## src/rtl/cordic_req_arbiter_pkg.sv

```systemverilog
`default_nettype none
// ============================================================================
// Module      : cordic_req_arbiter_pkg
// Description : Shared defaults and helper function for the CORDIC request
//               arbiter slice (data width default, tag width helper).
// Ports       : none (package)
// Revision    : 1.0 - initial release
// ============================================================================
package cordic_req_arbiter_pkg;

    localparam int c_CHORD_DATA_W     = 32;
    localparam int c_DEF_N_REQ        = 4;
    localparam int c_DEF_MAX_INFLIGHT = 16;

    // Ceiling log2, floored at 1 so a tag or index field never collapses
    // to zero width.
    function automatic int clog2_min1(input int value);
        int r;
        r = 0;
        for (int i = 0; i < 32; i++) begin
            if ((1 << r) < value) begin
                r = r + 1;
            end
        end
        return (r < 1) ? 1 : r;
    endfunction

endpackage : cordic_req_arbiter_pkg
`default_nettype wire

```

## src/rtl/cordic_req_arbiter_tag_fifo.sv

```systemverilog
`default_nettype none
// ============================================================================
// Module      : cordic_req_arbiter_tag_fifo
// Description : Synchronous show-ahead FIFO holding the requester ID of each
//               in-flight op. Push and pop may occur in the same cycle, even
//               while full (the pop frees the slot the push consumes).
// Ports       : clk, rst_n          clock / async active-low reset
//               i_push, i_push_data write side
//               i_pop, o_pop_data   read side (o_pop_data valid when !o_empty)
//               o_empty, o_full     status
// Revision    : 1.0 - initial release
// ============================================================================
module cordic_req_arbiter_tag_fifo #(
    parameter int WIDTH = 2,
    parameter int DEPTH = 16
) (
    input  logic             clk,
    input  logic             rst_n,
    input  logic             i_push,
    input  logic [WIDTH-1:0] i_push_data,
    input  logic             i_pop,
    output logic [WIDTH-1:0] o_pop_data,
    output logic             o_empty,
    output logic             o_full
);

    localparam int c_AW = $clog2(DEPTH);

    logic [WIDTH-1:0] r_mem [DEPTH];
    logic [c_AW:0]    r_wr_ptr;
    logic [c_AW:0]    r_rd_ptr;
    logic             w_do_push;
    logic             w_do_pop;

    // Pointers carry one extra wrap bit to tell full from empty.
    assign o_empty   = (r_wr_ptr == r_rd_ptr);
    assign o_full    = (r_wr_ptr[c_AW] != r_rd_ptr[c_AW]) &&
                       (r_wr_ptr[c_AW-1:0] == r_rd_ptr[c_AW-1:0]);
    assign w_do_pop  = i_pop & ~o_empty;
    assign w_do_push = i_push & (~o_full | w_do_pop);

    assign o_pop_data = r_mem[r_rd_ptr[c_AW-1:0]];

    always_ff @(posedge clk) begin
        if (w_do_push) begin
            r_mem[r_wr_ptr[c_AW-1:0]] <= i_push_data;
        end
    end

    always_ff @(posedge clk or negedge rst_n) begin
        if (!rst_n) begin
            r_wr_ptr <= '0;
            r_rd_ptr <= '0;
        end else begin
            if (w_do_push) begin
                r_wr_ptr <= r_wr_ptr + 1'b1;
            end
            if (w_do_pop) begin
                r_rd_ptr <= r_rd_ptr + 1'b1;
            end
        end
    end

endmodule : cordic_req_arbiter_tag_fifo
`default_nettype wire

```

## src/rtl/cordic_req_arbiter.sv

```systemverilog
`default_nettype none
// ============================================================================
// Module      : cordic_req_arbiter
// Description : Shares one in-order CORDIC core among N_REQ requesters.
//               Round-robin grant, at most one operand issued per cycle,
//               requester ID tagged per op and the result routed back.
// Ports       : HCLK, HRESETn        clock / async active-low reset
//               en                   grant enable (in-flight ops still retire)
//               req_valid/req_data   requester operands
//               req_ready            one-hot combinational grant
//               core_in/_valid       registered operand to the core
//               core_out/_valid      result from the core
//               rsp_data/rsp_valid   registered result + one-hot owner pulse
//               inflight, idle       occupancy status
//               err_orphan           sticky: result with nothing in flight
// Revision    : 1.0 - initial release
// ============================================================================
module cordic_req_arbiter
    import cordic_req_arbiter_pkg::*;
#(
    parameter int N_REQ        = c_DEF_N_REQ,
    parameter int DATA_W       = c_CHORD_DATA_W,
    parameter int MAX_INFLIGHT = c_DEF_MAX_INFLIGHT
) (
    input  logic                              HCLK,
    input  logic                              HRESETn,
    input  logic                              en,
    input  logic [N_REQ-1:0]                  req_valid,
    input  logic [N_REQ*DATA_W-1:0]           req_data,
    output logic [N_REQ-1:0]                  req_ready,
    output logic [DATA_W-1:0]                 core_in,
    output logic                              core_in_valid,
    input  logic [DATA_W-1:0]                 core_out,
    input  logic                              core_out_valid,
    output logic [DATA_W-1:0]                 rsp_data,
    output logic [N_REQ-1:0]                  rsp_valid,
    output logic [$clog2(MAX_INFLIGHT+1)-1:0] inflight,
    output logic                              idle,
    output logic                              err_orphan
);

    localparam int               c_TAG_W = clog2_min1(N_REQ);
    localparam int               c_CNT_W = $clog2(MAX_INFLIGHT+1);
    localparam logic [N_REQ-1:0] c_ONE   = {{(N_REQ-1){1'b0}}, 1'b1};

    logic [c_TAG_W-1:0] r_ptr;
    logic [DATA_W-1:0]  r_core_in;
    logic               r_core_in_valid;
    logic [DATA_W-1:0]  r_rsp_data;
    logic [N_REQ-1:0]   r_rsp_valid;
    logic [c_CNT_W-1:0] r_inflight;
    logic               r_err_orphan;

    logic               w_fifo_empty;
    logic               w_fifo_full;
    logic [c_TAG_W-1:0] w_tag;
    logic               w_retire;
    logic               w_grant_en;
    logic               w_xfer;
    logic [c_TAG_W-1:0] w_gnt_idx;
    logic [c_TAG_W-1:0] w_scan;
    logic [DATA_W-1:0]  w_gnt_data;

    // A result only retires when an op is actually tracked; otherwise it is
    // an orphan and must not pop or pulse anyone.
    assign w_retire = core_out_valid & ~w_fifo_empty;

    // A retire in the same cycle frees a slot, so a full pipe can still
    // accept one op. The FIFO full flag mirrors the counter and only guards
    // against the two ever disagreeing.
    assign w_grant_en = en & (((r_inflight < c_CNT_W'(MAX_INFLIGHT)) & ~w_fifo_full)
                              | w_retire);

    // Round-robin scan starting just above the last granted requester.
    always_comb begin
        w_xfer    = 1'b0;
        w_gnt_idx = '0;
        w_scan    = '0;
        if (w_grant_en) begin
            for (int k = 1; k <= N_REQ; k++) begin
                w_scan = c_TAG_W'((int'(r_ptr) + k) % N_REQ);
                if (!w_xfer && req_valid[w_scan]) begin
                    w_xfer    = 1'b1;
                    w_gnt_idx = w_scan;
                end
            end
        end
    end

    assign req_ready  = w_xfer ? (c_ONE << w_gnt_idx) : '0;
    assign w_gnt_data = req_data[int'(w_gnt_idx)*DATA_W +: DATA_W];

    cordic_req_arbiter_tag_fifo #(
        .WIDTH (c_TAG_W),
        .DEPTH (MAX_INFLIGHT)
    ) u_tag_fifo (
        .clk         (HCLK),
        .rst_n       (HRESETn),
        .i_push      (w_xfer),
        .i_push_data (w_gnt_idx),
        .i_pop       (w_retire),
        .o_pop_data  (w_tag),
        .o_empty     (w_fifo_empty),
        .o_full      (w_fifo_full)
    );

    // Issue side: pointer and operand register.
    always_ff @(posedge HCLK or negedge HRESETn) begin
        if (!HRESETn) begin
            r_ptr           <= c_TAG_W'(N_REQ-1);
            r_core_in       <= '0;
            r_core_in_valid <= 1'b0;
        end else begin
            r_core_in_valid <= w_xfer;
            if (w_xfer) begin
                r_ptr     <= w_gnt_idx;
                r_core_in <= w_gnt_data;
            end
        end
    end

    // Response side: result register, owner pulse and orphan flag.
    always_ff @(posedge HCLK or negedge HRESETn) begin
        if (!HRESETn) begin
            r_rsp_data   <= '0;
            r_rsp_valid  <= '0;
            r_err_orphan <= 1'b0;
        end else begin
            r_rsp_valid <= w_retire ? (c_ONE << w_tag) : '0;
            if (w_retire) begin
                r_rsp_data <= core_out;
            end
            if (core_out_valid && w_fifo_empty) begin
                r_err_orphan <= 1'b1;
            end
        end
    end

    // Occupancy counter; a simultaneous issue and retire cancel out.
    always_ff @(posedge HCLK or negedge HRESETn) begin
        if (!HRESETn) begin
            r_inflight <= '0;
        end else begin
            case ({w_xfer, w_retire})
                2'b10:   r_inflight <= r_inflight + c_CNT_W'(1);
                2'b01:   r_inflight <= r_inflight - c_CNT_W'(1);
                default: r_inflight <= r_inflight;
            endcase
        end
    end

    assign core_in       = r_core_in;
    assign core_in_valid = r_core_in_valid;
    assign rsp_data      = r_rsp_data;
    assign rsp_valid     = r_rsp_valid;
    assign inflight      = r_inflight;
    assign err_orphan    = r_err_orphan;
    assign idle          = (r_inflight == '0) & ~r_core_in_valid;

endmodule : cordic_req_arbiter
`default_nettype wire

```

## config.mk

```make
export PLATFORM = sky130hd
export DESIGN_NAME = cordic_req_arbiter
export DESIGN_NICKNAME = d
export VERILOG_FILES = /design/src/rtl/cordic_req_arbiter_pkg.sv /design/src/rtl/cordic_req_arbiter_tag_fifo.sv /design/src/rtl/cordic_req_arbiter.sv
export SDC_FILE = /design/constraint.sdc
export NUM_CORES = 1
export LEC_CHECK = 0
export CAP_MARGIN = 30
export CORE_MARGIN = 2
export CORE_UTILIZATION = 47
export DETAILED_ROUTE_END_ITERATION = 7
export HOLD_SLACK_MARGIN = 0.15
export PLACE_DENSITY_LB_ADDON = 0.15
export SKIP_LAST_GASP = 1
export SLEW_MARGIN = 30
export SYNTH_ARGS = -nofsm -noshare
export SYNTH_HDL_FRONTEND = slang
export SYNTH_SLANG_ARGS = --single-unit
```

## constraint.sdc

```tcl
create_clock -name HCLK -period 5.2 [get_ports HCLK]
set_input_delay 0.78 -clock HCLK [delete_from_list [all_inputs] [get_ports HCLK]]
set_output_delay 0.78 -clock HCLK [all_outputs]
set_load 0.05 [all_outputs]
```

# ---- Word level (Yosys, flattened, before mapping)
# Memories as Yosys holds them, arrays and structs flattened.
# Index checks and enable logic that the tools add are counted.
dict set report word_totals {
  out_inout_bits 80
  n_memories 1
  mem_bits_rw 32
  ff_bits 87
}
# memory depth word_bits rd rd_ports_with_merged_regs write_ports line_no
set mem_list {}
lappend mem_list {u_tag_fifo.r_mem 16 2 1 0 1 cordic_req_arbiter_tag_fifo.sv:29} ;# logic [WIDTH-1:0] r_mem [DEPTH];
dict set report op_classes {
  n_reduce_logical 10
  eq_ne 5
  muxes 26
  shifts 3
  magnitude_cmp 5
  addsub 8
  bitwise 11
}
# operator n
set op_table {}
lappend op_table {{128-bit by 8-bit variable part select with 32-bit output} 1}
lappend op_table {{5-bit by 1-bit adder with 5-bit output (second input constant)} 3}
lappend op_table {{1-bit 2-to-1 mux} 14}
lappend op_table {{2-bit by 3-bit < comparator with 1-bit output (second input constant)} 4}
lappend op_table {{2-bit 2-to-1 mux} 5}
lappend op_table {{5-bit one-hot mux with 2 select lines} 1}
lappend op_table {{1-bit binary-select mux with 2-bit select} 4}
lappend op_table {{4-bit 2-to-1 mux} 2}
lappend op_table {{1-bit by 2-bit << shifter with 4-bit output (first input constant)} 2}
lappend op_table {{1-bit AND} 6}
lappend op_table {{5-bit == test} 1}
lappend op_table {{1-bit logical AND} 5}
lappend op_table {{5-bit zero test} 1}
lappend op_table {{5-bit < comparator (second input constant)} 1}
lappend op_table {{5-bit by 1-bit subtractor with 5-bit output (second input constant)} 1}
lappend op_table {{2-bit by 1-bit adder with 2-bit output (second input constant)} 2}
lappend op_table {{2-bit adder (second input constant)} 2}
lappend op_table {{4-bit == test} 1}
lappend op_table {{1-bit zero test} 3}
lappend op_table {{1-bit NOT} 3}
lappend op_table {{2-bit by 1-bit == test with 1-bit output (second input constant)} 1}
lappend op_table {{2-bit == test (second input constant)} 1}
lappend op_table {{1-bit OR} 2}
lappend op_table {{2-bit nonzero test} 1}
lappend op_table {{1-bit != test} 1}

# ---- Longest topological paths before layout
dict set report logic_depth {
  ltp_word 22
  ltp_mapped 15
  ltp_nobuf 13
}

# ---- By module
# Synthesis repeated with hierarchy kept, for this count alone.
dict set report hier_totals {
  hier_cells 481
  area_unflattened_um2 6110.9
}
# module area_each_um2 seq_area_each_um2 cells_per_inst instances
set by_module_without_submodules {}
lappend by_module_without_submodules {cordic_req_arbiter 4078.9 1929.4 358 1}
lappend by_module_without_submodules {cordic_req_arbiter_tag_fifo 2031.9 1211.2 123 1}

# ---- Worst setup path after synthesis
# No wires, ideal clock.
dict set report synth_path {
  path_type {in2out}
  start {input port req_valid[3]}
  end {output port req_ready[0]}
  path_stages 5
  arrival_ps 2621
  path_slack_ps 1799
  path_buffers 2
  required_time_ps 4420
  path_cell_list {buf_6 -> nor2b_1 -> o211a_2 -> clkbuf_1 -> nor3_1}
}
dict set report synth_via {
  elab_chain_cells 18
}
# item line_no
set synth_rtl {}
lappend synth_rtl {{from (decl)} cordic_req_arbiter.sv:28} ;# input logic [N_REQ-1:0] req_valid,
lappend synth_rtl {{1-bit binary-select mux with 2-bit select} cordic_req_arbiter.sv:82} ;# if (!w_xfer && req_valid[w_scan]) begin
lappend synth_rtl {{1-bit 2-to-1 mux (implied by the code)} cordic_req_arbiter.sv:82}
lappend synth_rtl {{1-bit 2-to-1 mux} cordic_req_arbiter.sv:82}
lappend synth_rtl {{1-bit 2-to-1 mux} cordic_req_arbiter.sv:79} ;# if (w_grant_en) begin
lappend synth_rtl {{1-bit zero test} cordic_req_arbiter.sv:82}
lappend synth_rtl {{1-bit logical AND} cordic_req_arbiter.sv:82}
lappend synth_rtl {{1-bit 2-to-1 mux} cordic_req_arbiter.sv:82}
lappend synth_rtl {{1-bit 2-to-1 mux} cordic_req_arbiter.sv:79}
lappend synth_rtl {{[... 2 more ...]} --}
lappend synth_rtl {{1-bit 2-to-1 mux} cordic_req_arbiter.sv:82}
lappend synth_rtl {{1-bit 2-to-1 mux} cordic_req_arbiter.sv:79}
lappend synth_rtl {{1-bit zero test} cordic_req_arbiter.sv:82}
lappend synth_rtl {{1-bit logical AND} cordic_req_arbiter.sv:82}
lappend synth_rtl {{2-bit 2-to-1 mux} cordic_req_arbiter.sv:82}
lappend synth_rtl {{2-bit 2-to-1 mux} cordic_req_arbiter.sv:79}
lappend synth_rtl {{1-bit by 2-bit << shifter with 4-bit output} cordic_req_arbiter.sv:90} ;# assign req_ready = w_xfer ? (c_ONE << w_gnt_idx) : '0;
lappend synth_rtl {{4-bit 2-to-1 mux *} cordic_req_arbiter.sv:90}
lappend synth_rtl {{to (decl)} cordic_req_arbiter.sv:30} ;# output logic [N_REQ-1:0] req_ready,
# Every way passes the cells marked *; elsewhere a longest branch is shown, timed or not. The select of a mux whose other input is x is not followed.

# ---- Final worst setup path
# Same ends and word-level chain as after synthesis.

==> metrics.yaml <==
status: "finished, final reports clean"
final_common_cell: "clkdlybuf4s50_1"
firstDrtPassIters: 4
drtIter0Drc: 271
synth_seq_cells: 119
netlist_area_mm2: 0.006232
grt_first_pass_wirelength_um: 28950
power.density_mw_per_mm2: 628.0
cp-endpoint: "req_ready[0]"
grt_antenna_before_repair: 0
clock-root-buffer: "clkbuf_16"
diodes: 0
dpl.hpwl_um: 13030
tns_ns: 0
setup_viol: 0
post-route-util_pct: 72.04
layout-drive-gt1-share_pct: 13.38
tightestPinTransition_ns: 0.7846
track_usage_pct: 26.21
postPlaceCellArea_mm2: 0.008753
cp-startpoint: "req_valid[3]"
rsz0062_at_grt: "no"
synth_edf_count: 32
clockBufferDepth: 2
synth_nets: 711
rr_worst_depth: 13
ctsHoldBuffers: 0
path_class: "in2out"
grt_max_degree: 53
timing.critical_path.required_ns: 4.42
leakage_nw: 3.762
io_buffers: 247
synthFlopType: "dfrtp_1"
fillers: 897
most-common-layout-cells: "246 x clkdlybuf4s50_1, 85 x dfrtp_1, 34 x mux2_2, 32 x edfxtp_1, 31 x o21ai_0"
crit_fanout: 25
fin_crit_ns: 4.125
ys_warn_count: 0
htree_levels: 4
initial_core_util_pct: 47.63
finalNonFillerCells: 953
yosysSeqAreaShare_pct: 50.39
path_clk_slew_ns: 0.06
globalplace.congestion: 0.8655
drt-total-wl_um: 18220
cts_tree: "built"
yosysTopAreaCell: "dfrtp_1"
fin_crit_sh_pct: 79.33
yosysTopAreaCellShare_pct: 34.13
synthArstFlopShare_pct: 73.11
cp-end-kind: "output pin"
fmax_ghz: 0.2424
pin_count: 248
first_global_vias: 5693
regToRegStartpoint: "u_tag_fifo.r_rd_ptr[0]"
start_kind: "input pin"
nets: 942
yosys.cell_types.count: 53
dpl.cell_count: 921
die_area_mm2: 0.01420
rr_endpoint: "inflight[4]"
num_vias: 5318
cts_setup_buffers: 0
synthesis.area_per_instance_um2: 11.69
max_cap_violations: 0
arrival_ns: 3.35
timing.final.hold_violations: 0
hp-class: "in2async"
finClkSkew_ns: 0.01402
grt_remaining_overflow: 0
ff2ff_setup_slack_ns: 1.30
ir_drop_mv: 0.3739
wl_per_cell_um: 19.12
rows: 42
drv_slew: 0
cts_buffers: 17
drcViolationCount: 0
drtAntennaViolNets: 0
finalInstanceArea_mm2: 0.009427
die_w_um: 119.2
die_height_um: 119.2
ys_top_cells_by_area: "dfrtp_1 34%, edfxtp_1 15%, mux2_2 6.1%"
clock-sinks: 119
relSlewSlack_pct: 47.62
synthToLayoutAreaGrowth_pct: 51.25
cts_resized: 0
coreArea_mm2: 0.01309
worstSkewPairLatency_ns: 0.41
via_per_inst: 5.580
syn_inst: 533
sequential cells by signal (all words and copies together) (netlist names):
name / count
rsp_valid: 4
err_orphan: 1
inflight: 5
core_in: 32
u_tag_fifo.r_mem: 32
u_tag_fifo.r_rd_ptr: 5
u_tag_fifo.r_wr_ptr: 5
rsp_data: 32
r_ptr: 2
core_in_valid: 1
Yosys cell counts (all sizes together), types with 11 or more instances:
cell type,instances
a211oi,18
a21o,18
a21oi,13
a221o,13
and3,27
buf,28
clkbuf,14
dfrtp,85
edfxtp,32
inv,11
mux2,50
mux2i,11
nand2,13
nand3,28
nor2,26
o21ai,33
xnor2,12
critical path: stages:
cell and delay [ns]:
clkdlybuf4s50_1 0.55, mux2i_1 0.35, o22a_2 0.34, nand2_4 0.26
nor3_1 0.22, clkdlybuf4s50_1 0.83
kinds of logic (layout without fill, tap and decap cells):
| kind of cell | after synthesis | count (layout) | synth area share [%] |
|---|---|---|---|
| AO/OA/AOI/OAI | 144 | 144 | 16.38 |
| AND/OR/NAND/NOR | 121 | 121 | 10.12 |
| adder cells (fa/ha/maj) | 10 | 10 | 2.128 |
| buffers and inverters | 53 | 297 | 4.417 |
| multiplexers | 69 | 69 | 14.17 |
| XOR/XNOR | 17 | 17 | 2.389 |
| flip-flops | 119 | 119 | 50.39 |
stage by stage:
stage / power, W / worst slack, ns / hold WS (ns)
after global routing: 0.006209 / 0.9323 / 0.3583
after detailed placement: 0.004602 / 1.155 / 0.4798
after CTS: 0.005931 / 1.142 / 0.3396
final: 0.005920 / 1.075 / 0.3266
after global placement: 0.004519 / 1.238 / 0.4689
after floorplan: 0.003647 / 1.799 / 0.4617
metal layers:
metal  track usage (%)  wire length [um]  vias to the layer above  share of wire (%)
met1             30.21              7043                     2570                 39
li1                  -                 -                     2488                  -
met3             8.285              1282                       41                7.0
met4             10.27               494                        0                2.7
met5                 0                 0                        -                  0
met2             45.37              9396                      219                 52
power by group:
part | switching [W] | total (W) | leakage [nW] | internal (W)
combinational | 0.00185 | 0.00303 | 2.12 | 0.00118
sequential | 0.000303 | 0.00160 | 1.32 | 0.00130
clock | 0.000438 | 0.00129 | 0.319 | 0.000848
area by class of cell:
type	instances	area, um^2	share of cell area [%]
clock buffer	19	464.2	4.924
timing repair buffer	254	2522	26.76
tap	176	220.2	2.336
inverter	11	41.29	0.4380
clock inverter	13	193.9	2.057
sequential	119	3141	33.32
multi-input combinational	361	2844	30.17
worst min path at each step:
stage,startpoint,endpoint,slack [ns]
after floorplan,u_tag_fifo.r_wr_ptr[4],u_tag_fifo.r_wr_ptr[4],0.46
after global placement,rsp_data[28],rsp_data[28],0.47
after global routing,HRESETn,core_in[20],0.36
after CTS,HRESETn,core_in[6],0.34
final,HRESETn,core_in[20],0.33
after detailed placement,rsp_data[28],rsp_data[28],0.48
Note: power is estimated with default switching activity, not from simulation.
